<file path="src/rtl/muldiv_pkg.sv">
// -----------------------------------------------------------------------------
// muldiv_pkg
// Shared definitions for the iterative multiply/divide unit:
//   op_e       - Op port encodings (MULT, MULTU, DIV, DIVU)
//   state_e    - control FSM states (IDLE, RUN, DONE)
//   cfg_legal  - DATA_W / BITS_PER_CYCLE legality check used at elaboration
//   op_is_div / op_is_signed - Op decode helpers
// -----------------------------------------------------------------------------
package muldiv_pkg;

    typedef enum logic [1:0] {
        OP_MULT  = 2'b00,
        OP_MULTU = 2'b01,
        OP_DIV   = 2'b10,
        OP_DIVU  = 2'b11
    } op_e;

    typedef enum logic [1:0] {
        ST_IDLE = 2'b00,
        ST_RUN  = 2'b01,
        ST_DONE = 2'b10
    } state_e;

    // Width must be even and >= 4; the step width must divide it exactly so
    // the iteration count is an integer.
    function automatic bit cfg_legal(input int unsigned data_w,
                                     input int unsigned bpc);
        return (data_w >= 4) && ((data_w % 2) == 0) &&
               ((bpc == 1) || (bpc == 2) || (bpc == 4)) &&
               ((data_w % bpc) == 0);
    endfunction

    function automatic logic op_is_div(input op_e op);
        return (op == OP_DIV) || (op == OP_DIVU);
    endfunction

    function automatic logic op_is_signed(input op_e op);
        return (op == OP_MULT) || (op == OP_DIV);
    endfunction

endpackage

</file>
<file path="src/rtl/muldiv_iter_step.sv">
// -----------------------------------------------------------------------------
// muldiv_iter_step
// Combinational iteration step of the multiply/divide datapath. Resolves
// BITS_PER_CYCLE product bits (shift-add) or quotient bits (restoring
// subtract) per call.
//   i_div     - 1: restoring-divide step, 0: shift-add multiply step
//               (port present only when MULDIV_DIV_EN is defined)
//   i_acc     - multiply: upper product accumulator; divide: partial remainder
//   i_shreg   - multiply: remaining multiplier bits / lower product;
//               divide: remaining dividend bits / quotient
//   i_operand - multiply: multiplicand magnitude; divide: divisor magnitude
//   o_acc, o_shreg - updated i_acc / i_shreg after BITS_PER_CYCLE bits
// Config macro: MULDIV_DIV_EN (enables the divide step).
// -----------------------------------------------------------------------------
module muldiv_iter_step
    import muldiv_pkg::*;
#(
    parameter int unsigned DATA_W         = 32,
    parameter int unsigned BITS_PER_CYCLE = 1
) (
`ifdef MULDIV_DIV_EN
    input  logic              i_div,
`endif
    input  logic [DATA_W-1:0] i_acc,
    input  logic [DATA_W-1:0] i_shreg,
    input  logic [DATA_W-1:0] i_operand,
    output logic [DATA_W-1:0] o_acc,
    output logic [DATA_W-1:0] o_shreg
);

    logic [DATA_W-1:0] w_acc;
    logic [DATA_W-1:0] w_sh;
    logic [DATA_W:0]   w_sum;
`ifdef MULDIV_DIV_EN
    logic [DATA_W:0]   w_rem;
    logic [DATA_W:0]   w_diff;
`endif

    always_comb begin
        w_acc  = i_acc;
        w_sh   = i_shreg;
        w_sum  = '0;
`ifdef MULDIV_DIV_EN
        w_rem  = '0;
        w_diff = '0;
`endif
        for (int unsigned k = 0; k < BITS_PER_CYCLE; k++) begin
`ifdef MULDIV_DIV_EN
            if (i_div) begin
                // Bring the next dividend bit into the remainder; keep the
                // trial difference only if it did not borrow.
                w_rem  = {w_acc, w_sh[DATA_W-1]};
                w_diff = w_rem - {1'b0, i_operand};
                if (!w_diff[DATA_W]) begin
                    w_acc = w_diff[DATA_W-1:0];
                    w_sh  = {w_sh[DATA_W-2:0], 1'b1};
                end else begin
                    w_acc = w_rem[DATA_W-1:0];
                    w_sh  = {w_sh[DATA_W-2:0], 1'b0};
                end
            end else
`endif
            begin
                // Add multiplicand when the current multiplier bit is set,
                // then shift the whole {carry, acc, shreg} right by one.
                w_sum         = {1'b0, w_acc} + (w_sh[0] ? {1'b0, i_operand} : '0);
                {w_acc, w_sh} = {w_sum, w_sh[DATA_W-1:1]};
            end
        end
    end

    assign o_acc   = w_acc;
    assign o_shreg = w_sh;

endmodule

</file>
<file path="src/rtl/muldiv_unit.sv">
// -----------------------------------------------------------------------------
// muldiv_unit
// Iterative MIPS-style multiply/divide unit. Signed operations iterate on
// magnitudes and apply the result sign in the final cycle.
//   Clk        - clock, all state on rising edge
//   Reset      - synchronous active-high reset
//   Start      - request, sampled only in IDLE
//   Op         - 00 MULT, 01 MULTU, 10 DIV, 11 DIVU
//   OperandA   - rs: multiplicand / dividend
//   OperandB   - rt: multiplier / divisor
//   Flush      - abort the in-flight operation
//   Busy       - operation in flight
//   Done       - one-cycle pulse, Hi/Lo valid
//   Hi, Lo     - result registers ({Hi,Lo} product; Hi=remainder, Lo=quotient)
//   DivByZero  - divisor was zero, qualified by Done
// Config macro: MULDIV_DIV_EN - builds the divider; when undefined, divide
// requests are ignored and DivByZero is tied low.
// -----------------------------------------------------------------------------
module muldiv_unit
    import muldiv_pkg::*;
#(
    parameter int unsigned DATA_W         = 32,
    parameter int unsigned BITS_PER_CYCLE = 1
) (
    input  logic              Clk,
    input  logic              Reset,
    input  logic              Start,
    input  logic [1:0]        Op,
    input  logic [DATA_W-1:0] OperandA,
    input  logic [DATA_W-1:0] OperandB,
    input  logic              Flush,
    output logic              Busy,
    output logic              Done,
    output logic [DATA_W-1:0] Hi,
    output logic [DATA_W-1:0] Lo,
    output logic              DivByZero
);

    localparam int unsigned ITERS = DATA_W / BITS_PER_CYCLE;
    localparam int unsigned CNT_W = $clog2(ITERS + 1);

    if (!cfg_legal(DATA_W, BITS_PER_CYCLE)) begin : g_cfg_check
        $error("muldiv_unit: illegal DATA_W / BITS_PER_CYCLE combination");
    end

    state_e              r_state;
    logic [CNT_W-1:0]    r_cnt;
    logic [DATA_W-1:0]   r_acc;
    logic [DATA_W-1:0]   r_sh;
    logic [DATA_W-1:0]   r_opnd;
    logic                r_div;
    logic                r_neg_q;
    logic                r_neg_r;
    logic                r_busy;
    logic                r_done;
    logic [DATA_W-1:0]   r_hi;
    logic [DATA_W-1:0]   r_lo;

    op_e                 w_op;
    logic                w_is_div;
    logic                w_signed;
    logic                w_a_neg;
    logic                w_b_neg;
    logic [DATA_W-1:0]   w_a_mag;
    logic [DATA_W-1:0]   w_b_mag;
    logic                w_accept;
    logic [DATA_W-1:0]   w_step_acc;
    logic [DATA_W-1:0]   w_step_sh;
    logic [2*DATA_W-1:0] w_prod;
    logic [2*DATA_W-1:0] w_prod_fin;
    logic [DATA_W-1:0]   w_quo_fin;
    logic [DATA_W-1:0]   w_rem_fin;
    logic [DATA_W-1:0]   w_hi_fin;
    logic [DATA_W-1:0]   w_lo_fin;

    // ---- operand decode and magnitude conversion ----
    assign w_op     = op_e'(Op);
    assign w_is_div = op_is_div(w_op);
    assign w_signed = op_is_signed(w_op);
    assign w_a_neg  = w_signed & OperandA[DATA_W-1];
    assign w_b_neg  = w_signed & OperandB[DATA_W-1];
    assign w_a_mag  = w_a_neg ? (~OperandA + 1'b1) : OperandA;
    assign w_b_mag  = w_b_neg ? (~OperandB + 1'b1) : OperandB;

`ifdef MULDIV_DIV_EN
    logic w_b_zero;
    logic r_dbz;
    assign w_b_zero  = (OperandB == '0);
    assign w_accept  = Start;
    assign DivByZero = r_dbz;
`else
    assign w_accept  = Start & ~w_is_div;
    assign DivByZero = 1'b0;
`endif

    muldiv_iter_step #(
        .DATA_W         (DATA_W),
        .BITS_PER_CYCLE (BITS_PER_CYCLE)
    ) u_step (
`ifdef MULDIV_DIV_EN
        .i_div     (r_div),
`endif
        .i_acc     (r_acc),
        .i_shreg   (r_sh),
        .i_operand (r_opnd),
        .o_acc     (w_step_acc),
        .o_shreg   (w_step_sh)
    );

    // ---- final sign correction ----
    // Quotient/product sign is the XOR of operand signs; remainder takes
    // the dividend sign. Most-negative / -1 falls out naturally: the
    // magnitude quotient 2^(W-1) re-reads as the most-negative value.
    assign w_prod     = {r_acc, r_sh};
    assign w_prod_fin = r_neg_q ? (~w_prod + 1'b1) : w_prod;
    assign w_quo_fin  = r_neg_q ? (~r_sh + 1'b1)   : r_sh;
    assign w_rem_fin  = r_neg_r ? (~r_acc + 1'b1)  : r_acc;
    assign w_hi_fin   = r_div ? w_rem_fin : w_prod_fin[2*DATA_W-1:DATA_W];
    assign w_lo_fin   = r_div ? w_quo_fin : w_prod_fin[DATA_W-1:0];

    // ---- control FSM and result registers ----
    always_ff @(posedge Clk) begin
        if (Reset) begin
            r_state <= ST_IDLE;
            r_cnt   <= '0;
            r_acc   <= '0;
            r_sh    <= '0;
            r_opnd  <= '0;
            r_div   <= 1'b0;
            r_neg_q <= 1'b0;
            r_neg_r <= 1'b0;
            r_busy  <= 1'b0;
            r_done  <= 1'b0;
            r_hi    <= '0;
            r_lo    <= '0;
`ifdef MULDIV_DIV_EN
            r_dbz   <= 1'b0;
`endif
        end else begin
            case (r_state)
                ST_IDLE: begin
                    r_done <= 1'b0;
                    if (w_accept) begin
                        r_cnt   <= '0;
                        r_acc   <= '0;
                        r_div   <= w_is_div;
                        r_opnd  <= w_is_div ? w_b_mag : w_a_mag;
                        r_sh    <= w_is_div ? w_a_mag : w_b_mag;
                        r_neg_q <= w_a_neg ^ w_b_neg;
                        r_neg_r <= w_a_neg;
`ifdef MULDIV_DIV_EN
                        if (w_is_div && w_b_zero) begin
                            // Zero divisor: no iterations, report immediately.
                            r_hi    <= OperandA;
                            r_lo    <= '1;
                            r_dbz   <= 1'b1;
                            r_done  <= 1'b1;
                            r_state <= ST_DONE;
                        end else
`endif
                        begin
                            r_busy  <= 1'b1;
                            r_state <= ST_RUN;
                        end
                    end
                end
                ST_RUN: begin
                    if (Flush) begin
                        r_busy  <= 1'b0;
                        r_state <= ST_IDLE;
                    end else if (r_cnt == CNT_W'(ITERS)) begin
                        r_hi    <= w_hi_fin;
                        r_lo    <= w_lo_fin;
`ifdef MULDIV_DIV_EN
                        r_dbz   <= 1'b0;
`endif
                        r_busy  <= 1'b0;
                        r_done  <= 1'b1;
                        r_state <= ST_DONE;
                    end else begin
                        r_acc <= w_step_acc;
                        r_sh  <= w_step_sh;
                        r_cnt <= r_cnt + 1'b1;
                    end
                end
                ST_DONE: begin
                    r_done  <= 1'b0;
                    r_state <= ST_IDLE;
                end
                default: begin
                    r_busy  <= 1'b0;
                    r_done  <= 1'b0;
                    r_state <= ST_IDLE;
                end
            endcase
        end
    end

    assign Busy = r_busy;
    assign Done = r_done;
    assign Hi   = r_hi;
    assign Lo   = r_lo;

endmodule

</file>
<file path="config.mk">
export PLATFORM = sky130hd
export DESIGN_NAME = muldiv_unit
export DESIGN_NICKNAME = d
export VERILOG_FILES = /design/src/rtl/muldiv_pkg.sv /design/src/rtl/muldiv_iter_step.sv /design/src/rtl/muldiv_unit.sv
export SDC_FILE = /design/constraint.sdc
export NUM_CORES = 1
export LEC_CHECK = 0
export ABC_CLOCK_PERIOD_IN_PS = 8200
export BUFFER_PORTS_ARGS = -buffer_cell sky130_fd_sc_hd__buf_2
export CAP_MARGIN = 20
export CORE_MARGIN = 2
export CORE_UTILIZATION = 50
export CTS_CLUSTER_SIZE = 30
export DETAILED_ROUTE_END_ITERATION = 7
export GPL_TIMING_DRIVEN = 0
export PLACE_DENSITY = 0.7
export SYNTH_ARGS = -nofsm -noshare
export SYNTH_HDL_FRONTEND = slang
export SYNTH_SLANG_ARGS = --single-unit
</file>
<file path="constraint.sdc">
create_clock -name Clk -period 8.2 [get_ports Clk]
set_input_delay 1.23 -clock Clk [delete_from_list [all_inputs] [get_ports Clk]]
set_output_delay 1.23 -clock Clk [all_outputs]
set_load 0.01 [all_outputs]
</file>
* After elaboration in Yosys (flattened, before gate mapping) *
Cells that the tools add are included.

word-level totals
  input port bits = 70
  register bits = 173

cells by class
  reductions and logical operators = 12
  mux-type cells = 30
  add/sub/neg operators = 7
  bitwise logic cells = 13
  equal/unequal tests = 9

operators by type and width
  kind                                                             number
  32-bit 2-to-1 mux                                                15
  32-bit by 1-bit adder with 32-bit output, second input constant  4
  32-bit inverter                                                  4
  32-bit one-hot mux with 2 select lines                           2
  64-bit by 1-bit adder with 64-bit output, second input constant  1
  64-bit 2-to-1 mux                                                1
  64-bit inverter                                                  1
  32-bit by 33-bit adder with 33-bit output                        1
  6-bit 2-to-1 mux                                                 3
  6-bit one-hot mux with 2 select lines                            1
  6-bit by 1-bit adder with 6-bit output, second input constant    1
  2-bit == test, second input constant                             3
  6-bit == test, second input constant                             1
  2-bit 2-to-1 mux                                                 3
  2-bit != test, second input constant                             3
  2-bit AND reduction                                              3
  3-bit AND reduction                                              2
  2-bit zero test                                                  2
  1-bit inverter                                                   4
  2-bit one-hot mux with 2 select lines                            1
  4-bit AND reduction                                              1
  1-bit bitwise AND                                                3
  1-bit 2-to-1 mux                                                 3
  3-bit != test, second input constant                             1
  other kinds (6)                                                  7

* Depth between registers and ports, before layout *
  depth in word-level cells = 7
  gate-level depth with buffers = 13

* Modules after synthesis *
Synthesis repeated with hierarchy kept, for this count alone.

unflattened totals
  cell total of the unflattened synthesis = 1494
  area total of the unflattened synthesis = 11911.4 sq um

by module, submodules not included
  module            area an instance (sq um)  cells an instance  times used
  muldiv_unit       9724.3                    1199               1
  muldiv_iter_step  2187.1                    295                1

* Worst setup path before layout *
Ideal clock, no wire load.

  path type = in2reg
  start point = input OperandB[6]
  end point = register r_sh[20]
  setup time = 128 ps
  arrival = 3276 ps
  required time = 8072 ps
  slack = 4796 ps
  stages = 7
  cells stage by stage = or4_1 nor4_1 nand2_1 nor3_1 mux2_2 a221oi_1 nor2_1

between the ends
  cells in the longest elaborated chain, start to end = 6

RTL lines
  element                                   RTL line            RTL
  from (decl)                               muldiv_unit.sv:30   input logic [DATA_W-1:0] OperandB,
  32-bit inverter                           muldiv_unit.sv:83   assign w_b_mag = w_b_neg ? (~OperandB + 1'b1) : OperandB;
  32-bit by 1-bit adder with 32-bit output  muldiv_unit.sv:83
  32-bit 2-to-1 mux                         muldiv_unit.sv:83
  32-bit 2-to-1 mux                         muldiv_unit.sv:148  r_sh <= w_is_div ? w_a_mag : w_b_mag;
  32-bit 2-to-1 mux                         muldiv_unit.sv:143  if (w_accept) begin
  32-bit one-hot mux with 2 select lines    muldiv_unit.sv:140  case (r_state)
  to (signal assigned)                      muldiv_unit.sv:148
  to (signal assigned)                      muldiv_unit.sv:182  r_sh <= w_step_sh;
  to (decl)                                 muldiv_unit.sv:49   logic [DATA_W-1:0] r_sh;

Every way passes these cells. The select of a mux whose other input is x is not followed.
A chain may end at the register's enable or synchronous reset.

* Worst setup path after layout *
  start point = register r_sh[0]
  end point = register r_hi[6] (netlist: Hi[6])

between the ends
  cells in the longest elaborated chain, start to end = 4

RTL lines
  element                                   RTL line            RTL
  64-bit inverter                           muldiv_unit.sv:115  assign w_prod_fin = r_neg_q ? (~w_prod + 1'b1) : w_prod;
  64-bit by 1-bit adder with 64-bit output  muldiv_unit.sv:115
  64-bit 2-to-1 mux                         muldiv_unit.sv:115
  32-bit 2-to-1 mux                         muldiv_unit.sv:118  assign w_hi_fin = r_div ? w_rem_fin : w_prod_fin[2*DATA_W-1:DATA_W];
  to (signal assigned)                      muldiv_unit.sv:172  r_hi <= w_hi_fin;
  to (decl)                                 muldiv_unit.sv:56   logic [DATA_W-1:0] r_hi;

Every way passes these cells.

==> impl_metrics.yaml <==
detailed_routing:
  drc: 0
  wl_mm: 36.61
  vias_per_cell: 6.044
  drtIter0Drc: 1029
  via_count: 11544
  dr.pass1.iters: 5
  wire_per_inst_um: 19.17
  drtAntennaViolNets: 0
hold_path:
  min_from: "r_opnd[28]"
  min-delay-path-class: "flip-flop to flip-flop"
cells_and_area:
  final_cells: 1910
  multi_input_area_um2: 7247
  num-fill-cells: 2142
  area_growth_pct: 13.99
  regArea_um2: 3463
  final_cell_mix: "dfxtp_1 (173), nor2_1 (152), buf_2 (136), nand2_1 (134), a21oi_1 (116)"
  final_net_count: 1727
  drive_above_1_share: 0.1166
  final_common_cell: "dfxtp_1"
  diodes: 0
critical_path:
  endpoint_kind: "flip-flop"
  cp.depth: 12
  worst_setup_path_start_kind: "flip-flop"
  cpMaxStageDelayCell: "or4_1"
  crit_required_ns: 8.50
  cp_cell_sequence: "clkbuf_1, buf_1, inv_1, ha_1, or3b_2, clkbuf_1, or4_1, nor4_4, nor2_1, o21ai_0, xor2_1, a211oi_1"
  arrival_ns: 4.21
  path_max_fanout: 10
  r2r_setup_slack_ns: 4.29
  critPathTopFamily: "simple AND/OR/NAND/NOR gates"
  critical_path_class: "flip-flop to flip-flop"
  slowest_delay_ns: 0.65
  cp-startpoint: "r_sh[0]"
  crit_path_frequent_cell: "clkbuf_1"
  r2r-start: "r_sh[0]"
  crit_buf_inv: 4
  ff2ff_path_depth: 12
  worst_r2r_endpoint: "Hi[6]"
  endpoint: "Hi[6]"
run:
  drv_cap: 0
timing:
  min_period_over_period: 0.4773
  setup_viol: 0
  worstMarginPinSlew_ns: 0.8836
  fin_crit_ns: 3.914
  tns_ns: 0
  rsz0062_at_grt: "no"
  max_freq_ghz: 0.2555
  hold_viol: 0
  fin_ws_ns: 4.286
  fin_skew_ns: 0.01157
  relSlewSlack: 0.4055
  drv_slew: 0
global_route:
  antenna_found_initial: 0
  grt_pass1_vias: 10549
  grt_max_degree: 17
  grt_pass1_wl_mm: 57.39
  grt_usage: 0.3024
  overflow: 0
yosys:
  yosysWarningCount: 0
  syn_nets: 1573
  synthesis.area_um2: 11210
  ys_seq_elements: 173
  synthFlopType: "dfxtp_1"
  avgSynthCellArea_um2: 7.660
  synth_top_area_share: 0.3088
  ys_types: 73
  yosysSeqAreaShare: 0.3088
  synth_area_leaders: "dfxtp_1 (31%), xor2_1 (5.5%), a21oi_1 (5.2%)"
  synth_edf_count: 0
  netlist.top_cell.by_area: "dfxtp_1"
  synthCells: 1464
  ys_async_sr_fraction: 0
power_and_ir_drop:
  vdd_ir_drop_max_mv: 0.1394
  power_density_nw_per_um2: 151.9
  power.leakage_nw: 4.986
clocking:
  ctsResizeCount: 0
  cts-root-buf: "clkbuf_16"
  htree_num_levels: 4
  postCtsHoldBufs: 0
  cts_tree: "yes"
  insertion_delay_ns: 0.44
  post-cts-setup-buffer-count: 0
  cts_inserted_buffers: 17
  clk_pin_slew_ns: 0.07
  clk_path_buf_depth: 2
  clock-sinks: 173
placement:
  dp_hpwl_mm: 28.83
  pre_cts_ws_ns: 4.194
  dp.cells: 1879
  gp_congestion: 0.9558
  io_buffers: 134
die:
  num_rows: 54
  io_pins: 137
  floorplan.initialDensity: 0.5123
  die_area_um2: 23640
  core_area_um2: 21890
  die_w_um: 153.8
  die_h_um: 153.8
outcome:
  status: "finished clean"
## how the worst min path moves through the flow
stage	slack (ns)	cells past startpoint	endpoint
global placement	0.43	2	r_opnd[26]
finish	0.44	2	r_opnd[28]
detailed placement	0.44	2	Hi[30]
global route	0.47	2	r_opnd[28]
CTS	0.45	2	Hi[16]
floorplan	0.42	2	r_opnd[23]
## kinds of logic (layout without fill, tap and decap cells)
family / Yosys count / after routing / synth area share
other: 1 / 1 / 0.0003344
adder cells (fa/ha/maj): 39 / 39 / 0.04418
buffers and inverters: 133 / 299 / 0.04496
AND/OR/NAND/NOR: 521 / 521 / 0.2295
multiplexers: 6 / 6 / 0.005467
XOR/XNOR: 134 / 134 / 0.1047
flip-flops: 173 / 173 / 0.3088
AO/OA/AOI/OAI: 457 / 457 / 0.2621
## per-layer routing
metal	part of all wire	GRT usage
met3	0.091	0.04481
met5	0	0
met4	0.022	0.09174
met2	0.43	0.4614
met1	0.46	0.4410
## synth_stat cells, drive strengths merged, types with 7 or more instances
cell / instances
a21o: 7
or4: 19
clkbuf: 92
nand2b: 15
a311oi: 9
o41ai: 18
inv: 33
xor2: 70
ha: 38
o22ai: 15
and2: 34
nor4: 24
or3: 22
or2: 9
o31ai: 19
o211ai: 12
nand4: 14
nand2: 134
a211oi: 70
a31oi: 9
xnor2: 64
o21ai: 110
buf: 7
a22oi: 26
nand3: 26
nor3: 41
dfxtp: 173
nor2: 152
a21oi: 116
## final cells by class
class / instances / area share
Multi-Input combinational cell: 1158 / 0.5669
Sequential cell: 173 / 0.2709
Timing Repair Buffer: 135 / 0.05285
Clock buffer: 21 / 0.03602
Buffer: 99 / 0.02946
Tap cell: 280 / 0.02741
Inverter: 34 / 0.009983
Clock inverter: 10 / 0.006460
## power by group
part | internal [W] | switching, W
combinational | 0.000101 | 0.000180
clock | 0.000408 | 0.000361
sequential | 0.000863 | 0.0000294
## metrics by stage
| step | instance area, µm² | hold WS [ns] | utilization | power (W) |
|---|---|---|---|---|
| finish | 12780 | 0.4449 | 0.5840 | 0.001942 |
| global route | 12780 | 0.4716 | 0.5840 | 0.002010 |
| CTS | 12780 | 0.4491 | 0.5840 | 0.001940 |
| detailed placement | 12240 | 0.4414 | 0.5592 | 0.001185 |
| global placement | 12240 | 0.4346 | 0.5589 | 0.001180 |
| floorplan | 11210 | 0.4167 | - | 0.001084 |
## flip-flops by register name (all words and copies together) (netlist names)
signal / count
Busy: 1
Done: 1
Hi: 32
Lo: 32
r_acc: 32
r_cnt: 6
r_div: 1
r_neg_q: 1
r_neg_r: 1
r_opnd: 32
r_sh: 32
r_state: 2
## worst reg2reg max path, cell delays in order (launching register included)
cell	delay (ns)
dfxtp_1	0.30
clkbuf_1	0.22
buf_1	0.29
inv_1	0.12
ha_1	0.19
or3b_2	0.44
clkbuf_1	0.20
or4_1	0.65
nor4_4	0.50
nor2_1	0.24
o21ai_0	0.25
xor2_1	0.26
a211oi_1	0.11
(Power assumes the default switching activity.)
